[config.mk]
export PLATFORM = sky130hd
export DESIGN_NAME = mem_loader_flat
export DESIGN_NICKNAME = d
export VERILOG_FILES = /design/src/rtl/titan4_pkg.sv /design/src/rtl/mem_loader_if.sv /design/src/rtl/mem_loader.sv /design/src/flat_wrapper.sv
export SDC_FILE = /design/constraint.sdc
export NUM_CORES = 1
export LEC_CHECK = 0
export CAP_MARGIN = 20
export CORE_MARGIN = 4
export CORE_UTILIZATION = 44
export DETAILED_ROUTE_END_ITERATION = 8
export GPL_ROUTABILITY_DRIVEN = 0
export PLACE_DENSITY = 0.88
export SLEW_MARGIN = 20
export SYNTH_ARGS = -nofsm -noshare
export SYNTH_HDL_FRONTEND = slang
export SYNTH_SLANG_ARGS = --single-unit
[constraint.sdc]
create_clock -name clk -period 1.8 [get_ports clk]
set_input_delay 0.27 -clock clk [delete_from_list [all_inputs] [get_ports clk]]
set_output_delay 0.27 -clock clk [all_outputs]
set_load 0.01 [all_outputs]
[src/rtl/titan4_pkg.sv]
// titan4_pkg: shared widths, types and loader states for the titan4 memory path.
package titan4_pkg;
  localparam int ADDR_WIDTH = 5;
  localparam int DATA_WIDTH = 4;
  localparam int MEM_DEPTH = 2 ** ADDR_WIDTH;
  typedef logic [ADDR_WIDTH-1:0] addr_t;
  typedef logic [ADDR_WIDTH:0] len_t;
  typedef logic [DATA_WIDTH-1:0] nibble_t;
  typedef enum logic [1:0] {IDLE, LOAD, CHECK, DONE} loader_state_t;
  function automatic len_t eff_len(len_t l);
    return (l == '0 || l > len_t'(MEM_DEPTH)) ? len_t'(MEM_DEPTH) : l;
  endfunction
endpackage

[src/rtl/mem_loader_if.sv]
// mem_loader_if: control, nibble stream and Mem write port of the program loader.
interface mem_loader_if;
  import titan4_pkg::*;
  logic start;
  len_t len;
  logic in_valid;
  nibble_t in_data;
  logic in_ready;
  logic mem_we;
  addr_t mem_addr;
  nibble_t mem_data;
  logic busy;
  logic cpu_hold;
  logic done;
  logic csum_err;
  modport slave (
    input start, len, in_valid, in_data,
    output in_ready, mem_we, mem_addr, mem_data, busy, cpu_hold, done, csum_err
  );
  modport master (
    output start, len, in_valid, in_data,
    input in_ready, mem_we, mem_addr, mem_data, busy, cpu_hold, done, csum_err
  );
endinterface

[src/rtl/mem_loader.sv]
// mem_loader: streams nibbles into Mem from address 0 and holds the CPU until done.
// Defining LOADER_CHECKSUM_EN adds a trailing mod-16 checksum beat and csum_err.
module mem_loader
  import titan4_pkg::*;
(
  input logic clk,
  input logic rst,
  mem_loader_if.slave bus
);
  loader_state_t state, nxt;
  len_t cnt, elen;
  logic idle_or_done, beat, last;
`ifdef LOADER_CHECKSUM_EN
  localparam loader_state_t AFTER_LOAD = CHECK;
  nibble_t sum;
  logic err;
`else
  localparam loader_state_t AFTER_LOAD = DONE;
`endif
  always_comb begin
    idle_or_done = state == IDLE || state == DONE;
    bus.in_ready = state == LOAD || state == CHECK;
    beat = bus.in_valid && bus.in_ready;
    last = cnt == elen - 1'b1;
    bus.mem_we = state == LOAD && bus.in_valid;
    bus.mem_addr = cnt[ADDR_WIDTH-1:0];
    bus.mem_data = state == LOAD ? bus.in_data : '0;
    bus.busy = bus.in_ready;
    bus.cpu_hold = bus.in_ready;
    bus.done = state == DONE;
`ifdef LOADER_CHECKSUM_EN
    bus.csum_err = err;
`else
    bus.csum_err = 1'b0;
`endif
    nxt = state;
    if (idle_or_done && bus.start) nxt = LOAD;
    else if (state == LOAD && beat && last) nxt = AFTER_LOAD;
    else if (state == CHECK && beat) nxt = DONE;
  end
  always_ff @(posedge clk) begin
    if (rst) begin
      state <= IDLE;
      cnt <= '0;
      elen <= '0;
`ifdef LOADER_CHECKSUM_EN
      sum <= '0;
      err <= 1'b0;
`endif
    end else begin
      state <= nxt;
      if (idle_or_done && bus.start) begin
        cnt <= '0;
        elen <= eff_len(bus.len);
      end else if (bus.mem_we) cnt <= cnt + 1'b1;
`ifdef LOADER_CHECKSUM_EN
      if (idle_or_done && bus.start) begin
        sum <= '0;
        err <= 1'b0;
      end else if (bus.mem_we) sum <= sum + bus.in_data;
      else if (state == CHECK && beat) err <= bus.in_data != sum;
`endif
    end
  end
endmodule

[src/flat_wrapper.sv]
// flat-port wrapper written by rule: the top's interface ports become plain ports
module mem_loader_flat import titan4_pkg::*;
  (clk, rst, bus_start, bus_len, bus_in_valid, bus_in_data, bus_in_ready, bus_mem_we, bus_mem_addr, bus_mem_data, bus_busy, bus_cpu_hold, bus_done, bus_csum_err);
  mem_loader_if bus_i ();
  input logic clk;
  input logic rst;
  input wire logic [$bits(bus_i.start)-1:0] bus_start;
  input wire logic [$bits(bus_i.len)-1:0] bus_len;
  input wire logic [$bits(bus_i.in_valid)-1:0] bus_in_valid;
  input wire logic [$bits(bus_i.in_data)-1:0] bus_in_data;
  output wire logic [$bits(bus_i.in_ready)-1:0] bus_in_ready;
  output wire logic [$bits(bus_i.mem_we)-1:0] bus_mem_we;
  output wire logic [$bits(bus_i.mem_addr)-1:0] bus_mem_addr;
  output wire logic [$bits(bus_i.mem_data)-1:0] bus_mem_data;
  output wire logic [$bits(bus_i.busy)-1:0] bus_busy;
  output wire logic [$bits(bus_i.cpu_hold)-1:0] bus_cpu_hold;
  output wire logic [$bits(bus_i.done)-1:0] bus_done;
  output wire logic [$bits(bus_i.csum_err)-1:0] bus_csum_err;
  assign bus_i.start = bus_start;
  assign bus_i.len = bus_len;
  assign bus_i.in_valid = bus_in_valid;
  assign bus_i.in_data = bus_in_data;
  assign bus_in_ready = bus_i.in_ready;
  assign bus_mem_we = bus_i.mem_we;
  assign bus_mem_addr = bus_i.mem_addr;
  assign bus_mem_data = bus_i.mem_data;
  assign bus_busy = bus_i.busy;
  assign bus_cpu_hold = bus_i.cpu_hold;
  assign bus_done = bus_i.done;
  assign bus_csum_err = bus_i.csum_err;
  mem_loader u_core (.clk(clk), .rst(rst), .bus(bus_i));
endmodule
; ---- Word level (Yosys, flattened, before mapping)
; Cells that the tools add are included.
[word_totals]
reg_bits = 14
in_bits = 14
word_cells = 30
[op_classes]
n_addsub = 2
order_cmp = 1
eq_ne = 4
mux = 5
n_reduce_logical = 14
[ops]
columns = cell, n
row1 = $add 6x1->6 const B, 1
row2 = $eq 6x6->1, 1
row3 = $gt 6x6->1 const B, 1
row4 = $logic_and 1x1->1, 6
row5 = $logic_not 6->1, 1
row6 = $mux 6, 1
row7 = $sub 6x1->6 const B, 1
row8 = $eq 2x2->1 const B, 2
row9 = $mux 2, 2
row10 = $mux 4, 1
row11 = $logic_or 1x1->1, 3
row12 = $reduce_bool 3->1, 1
row13 = $eq 2x1->1 const B, 1
row14 = $logic_not 2->1, 1
row15 = $reduce_bool 2->1, 1
row16 = $reduce_or 2->1, 1
row17 = $mux 1, 1

; ---- Logic depth before layout (Yosys ltp)
[logic_depth]
ltp_word = 7
depth_mapped = 7

; ---- Least setup slack after synthesis
; No wires, ideal clock.
[synth_path]
path_type = register to register
start = register u_core.elen[0]
end = register u_core.state[0]
t_arrival_ns = 1.385
required_time_ns = 1.723
setup_slack_ns = 0.338
stages_incl_launch_ff = 7
period_less_slack_ns = 1.462
cell_sequence = dfxtp_1 -> inv_1 -> ha_1 -> xnor2_1 -> nor4_2 -> o2111ai_1 -> a41oi_2
[synth_via]
elab_chain_len = 5
word_cells_on_any_way = 6
classes_between = add/sub: 1 / eq/ne: 1 / mux: 2 / reduce/logical: 2
[synth_rtl]
columns = item, line
row1 = from (decl), mem_loader.sv:11  ; len_t cnt, elen;
row2 = from (signal assigned), mem_loader.sv:54  ; elen <= eff_len(bus.len);
row3 = $sub 6x1->6 (*), mem_loader.sv:24  ; last = cnt == elen - 1'b1;
row4 = $eq 6x6->1 (*), mem_loader.sv:24
row5 = $logic_and 1x1->1 (*), mem_loader.sv:38  ; else if (state == LOAD && beat && last) nxt = AFTER_LOAD;
row6 = $mux 2, mem_loader.sv:38
row7 = $mux 1, mem_loader.sv:37  ; if (idle_or_done && bus.start) nxt = LOAD;
row8 = to (signal assigned), mem_loader.sv:51  ; state <= nxt;
row9 = to (decl), mem_loader.sv:10  ; loader_state_t state, nxt;
; Mark *: on every way between the ends. The rest lies on a longest branch, timed or not.
; A chain may end at the register's enable or synchronous reset.

; ---- Worst setup path in the final report
[layout_path]
start = register u_core.state[0]
end = output bus_cpu_hold
[layout_via]
elab_chain_len = 2
word_cells_on_any_way = 3
classes_between = eq/ne: 2 / reduce/logical: 1
[layout_rtl]
columns = item, line
row1 = $eq 2x1->1 / $eq 2x2->1 (equally long branches), mem_loader.sv:22  ; bus.in_ready = state == LOAD || state == CHECK;
row2 = $logic_or 1x1->1 (*), mem_loader.sv:22
row3 = to (decl), flat_wrapper.sv:16  ; output wire logic [$bits(bus_i.cpu_hold)-1:0] bus_cpu_hold;
; Marks and branches as above.

==> flow_metrics.py <==
metrics = {
    "run_status": {
        "outcome": "completed",
    },
    "global_route": {
        "grt.total_usage_pct": 14.43,
        "grt_pass1_vias": 675,
        "grt_pass1_wl_mm": 2.870,
        "overflow": 0,
        "antenna_found_initial": 0,
        "grt_max_degree": 14,
    },
    "run": {
        "maxCapViolations": 0,
    },
    "synth": {
        "netlist-cell-type-count": 26,
        "yosysWarnings": 0,
        "syn_inst": 100,
        "yosysSeqAreaShare_pct": 32.89,
        "synthesis.nets": 119,
        "ys_ff_latch": 14,
        "syn-mean-instance-area_um2": 8.521,
        "synth_area_um2": 852.1,
    },
    "setup_path": {
        "worstPathRequired_ps": 1530,
        "setup.worst_path.end_class": "output pin",
        "critPathLaunchType": "register",
        "crit_type": "register to output pin",
        "arrival_ps": 1420,
        "cp_max_fo": 4,
    },
    "route": {
        "postRouteAntennaNets": 0,
        "drt_iter0_markers": 11,
        "num_vias": 721,
        "first_pass_iters": 4,
        "vias_per_cell": 4.872,
        "wl_per_cell_um": 12.54,
        "remaining_drc_errors": 0,
        "wl_mm": 1.856,
    },
    "clocking": {
        "clk_latency_ps": 280,
        "numCtsBuffers": 3,
        "cts_tree": "built",
        "cts_setup_buffers": 0,
        "path_clk_slew_ps": 90,
        "cts_sinks": 14,
        "cts-root-buf": "clkbuf_4",
        "htreeDepth": 1,
        "clk_path_buf_depth": 2,
    },
    "final_layout": {
        "diodes": 0,
        "final_cell_mix": "19 x clkdlybuf4s50_1, 12 x nor2_1, 11 x dfxtp_1",
        "fin_cells": 148,
        "layout_commonest_cell": "clkdlybuf4s50_1",
        "fin_util_pct": 64.28,
        "stdcell_area_mm2": 0.001146,
        "fin_nets": 143,
        "syn2layout_area_growth_pct": 34.51,
        "drive_above_1_share_pct": 13.01,
        "fillCellCount": 158,
    },
    "timing": {
        "final-max-slew-violation-count": 0,
        "hold_viol": 0,
        "setup_viol": 0,
        "hold_slack_ps": 533.6,
        "fin_crit_sh_pct": 93.76,
        "period_minus_slack_ps": 1688,
        "max_freq_mhz": 592.5,
        "skew_ps": 2.831,
    },
    "floorplanning": {
        "die_h_um": 52.01,
        "initial_utilization_pct": 47.79,
        "fp.coreArea_mm2": 0.001783,
        "dieArea_mm2": 0.002705,
        "fp.dieW_um": 52.01,
        "io_pins": 29,
        "std_cell_rows": 15,
    },
    "place": {
        "io_buffers": 27,
        "dp_hpwl_mm": 1.475,
        "dpl_cell_area_mm2": 0.001101,
        "dp_cells": 144,
    },
    "power": {
        "ir_worst_vdd_v": 0.0005369,
        "p_per_area_mw_per_mm2": 617.2,
        "p_leak_uw": 0.0004674,
    },
    "worst_hold_path": {
        "hp-class": "register to register",
    },
}
## Yosys cell counts (all sizes together)
master	count	share of area (%)
xnor2	5	5.1
o2111ai	1	1.0
nand2b	1	0.73
nor2	12	5.3
a211oi	1	0.88
inv	5	2.2
clkbuf	2	0.88
clkinv	1	0.44
buf	8	7.0
nor3	4	2.3
nand3	1	0.59
dfxtp	14	33
nor3b	6	5.3
and3	2	1.6
xor2	7	7.2
xor3	1	2.8
a41oi	1	1.9
nor4	1	1.5
nand4	2	1.5
conb	1	0.44
a31oi	1	0.73
ha	5	7.3
a21oi	8	4.7
and2	4	2.9
nand2	6	2.6
## final cells by class
cell class / count / area [um2] / share of cell area [%]
clock buffer: 4 / 36.28 / 3.166
inverter: 6 / 22.52 / 1.965
multi-input combinational: 70 / 495.5 / 43.23
sequential: 14 / 284.0 / 24.78
tap: 25 / 31.28 / 2.729
timing repair buffer: 29 / 276.5 / 24.13
## per-layer routing
layer,track usage [%],routed length (um),up-vias
met3,5.158,102,2
met4,2.620,13,0
met5,0,0,-
met2,25.73,954,17
met1,16.43,784,330
li1,-,-,372
## critical path, cell delays in order, from the launching register on
cell,delay (ps)
dfxtp_2,350
inv_1,70
ha_1,330
inv_1,110
dlygate4sd2_1,280
## report_power, final
| part | internal [uW] | leakage, uW | switching (uW) |
|---|---|---|---|
| combinational | 78.0 | 0.000331 | 69.4 |
| clock | 123 | 0.0000210 | 106 |
| sequential | 320 | 0.000115 | 11.3 |
## repair_timing
item | in CTS | in global routing
hold buffers | 0 | 0
gates resized for setup | 11 | 5
endpoints found under the setup margin | 8 | 9
pin swaps | 0 | 0
## per-stage QoR
stage	worst slack [ps]	power, uW	setup TNS, ps
6_report	112.2	707.4	0
4_1_cts	34.13	710.4	0
5_1_grt	-10.90	747.9	-14.23
2_1_floorplan	338.3	422.1	0
3_3_place_gp	67.66	482.2	0
3_5_place_dp	53.67	489.3	0
## state kept, by name, indices dropped and copies added, names as in the netlist
register      cells
u_core.elen       6
u_core.state      2
u_core.cnt        6
## logic make-up after synthesis
kind of cell	count (synthesis)	share of synthesized area, %
AND/OR/NAND/NOR	39	24.37
buffers and inverters	16	10.57
flip-flops	14	32.89
XOR/XNOR	13	15.12
AO/OA/AOI/OAI	12	9.253
adder cells (fa/ha/maj)	5	7.342
other	1	0.4401
## path summary, 6_finish.rpt
kind | endpoint | slack (ps) | cells past startpoint | start
hold reg to reg | u_core.state[1] | 530 | 2 | u_core.state[1]
hold / removal | u_core.state[1] | 530 | 2 | u_core.state[1]
setup / recovery | bus_cpu_hold | 110 | 4 | u_core.state[0]
setup reg to reg | u_core.state[1] | 170 | 6 | u_core.elen[0]
(Power assumes the default switching activity.)
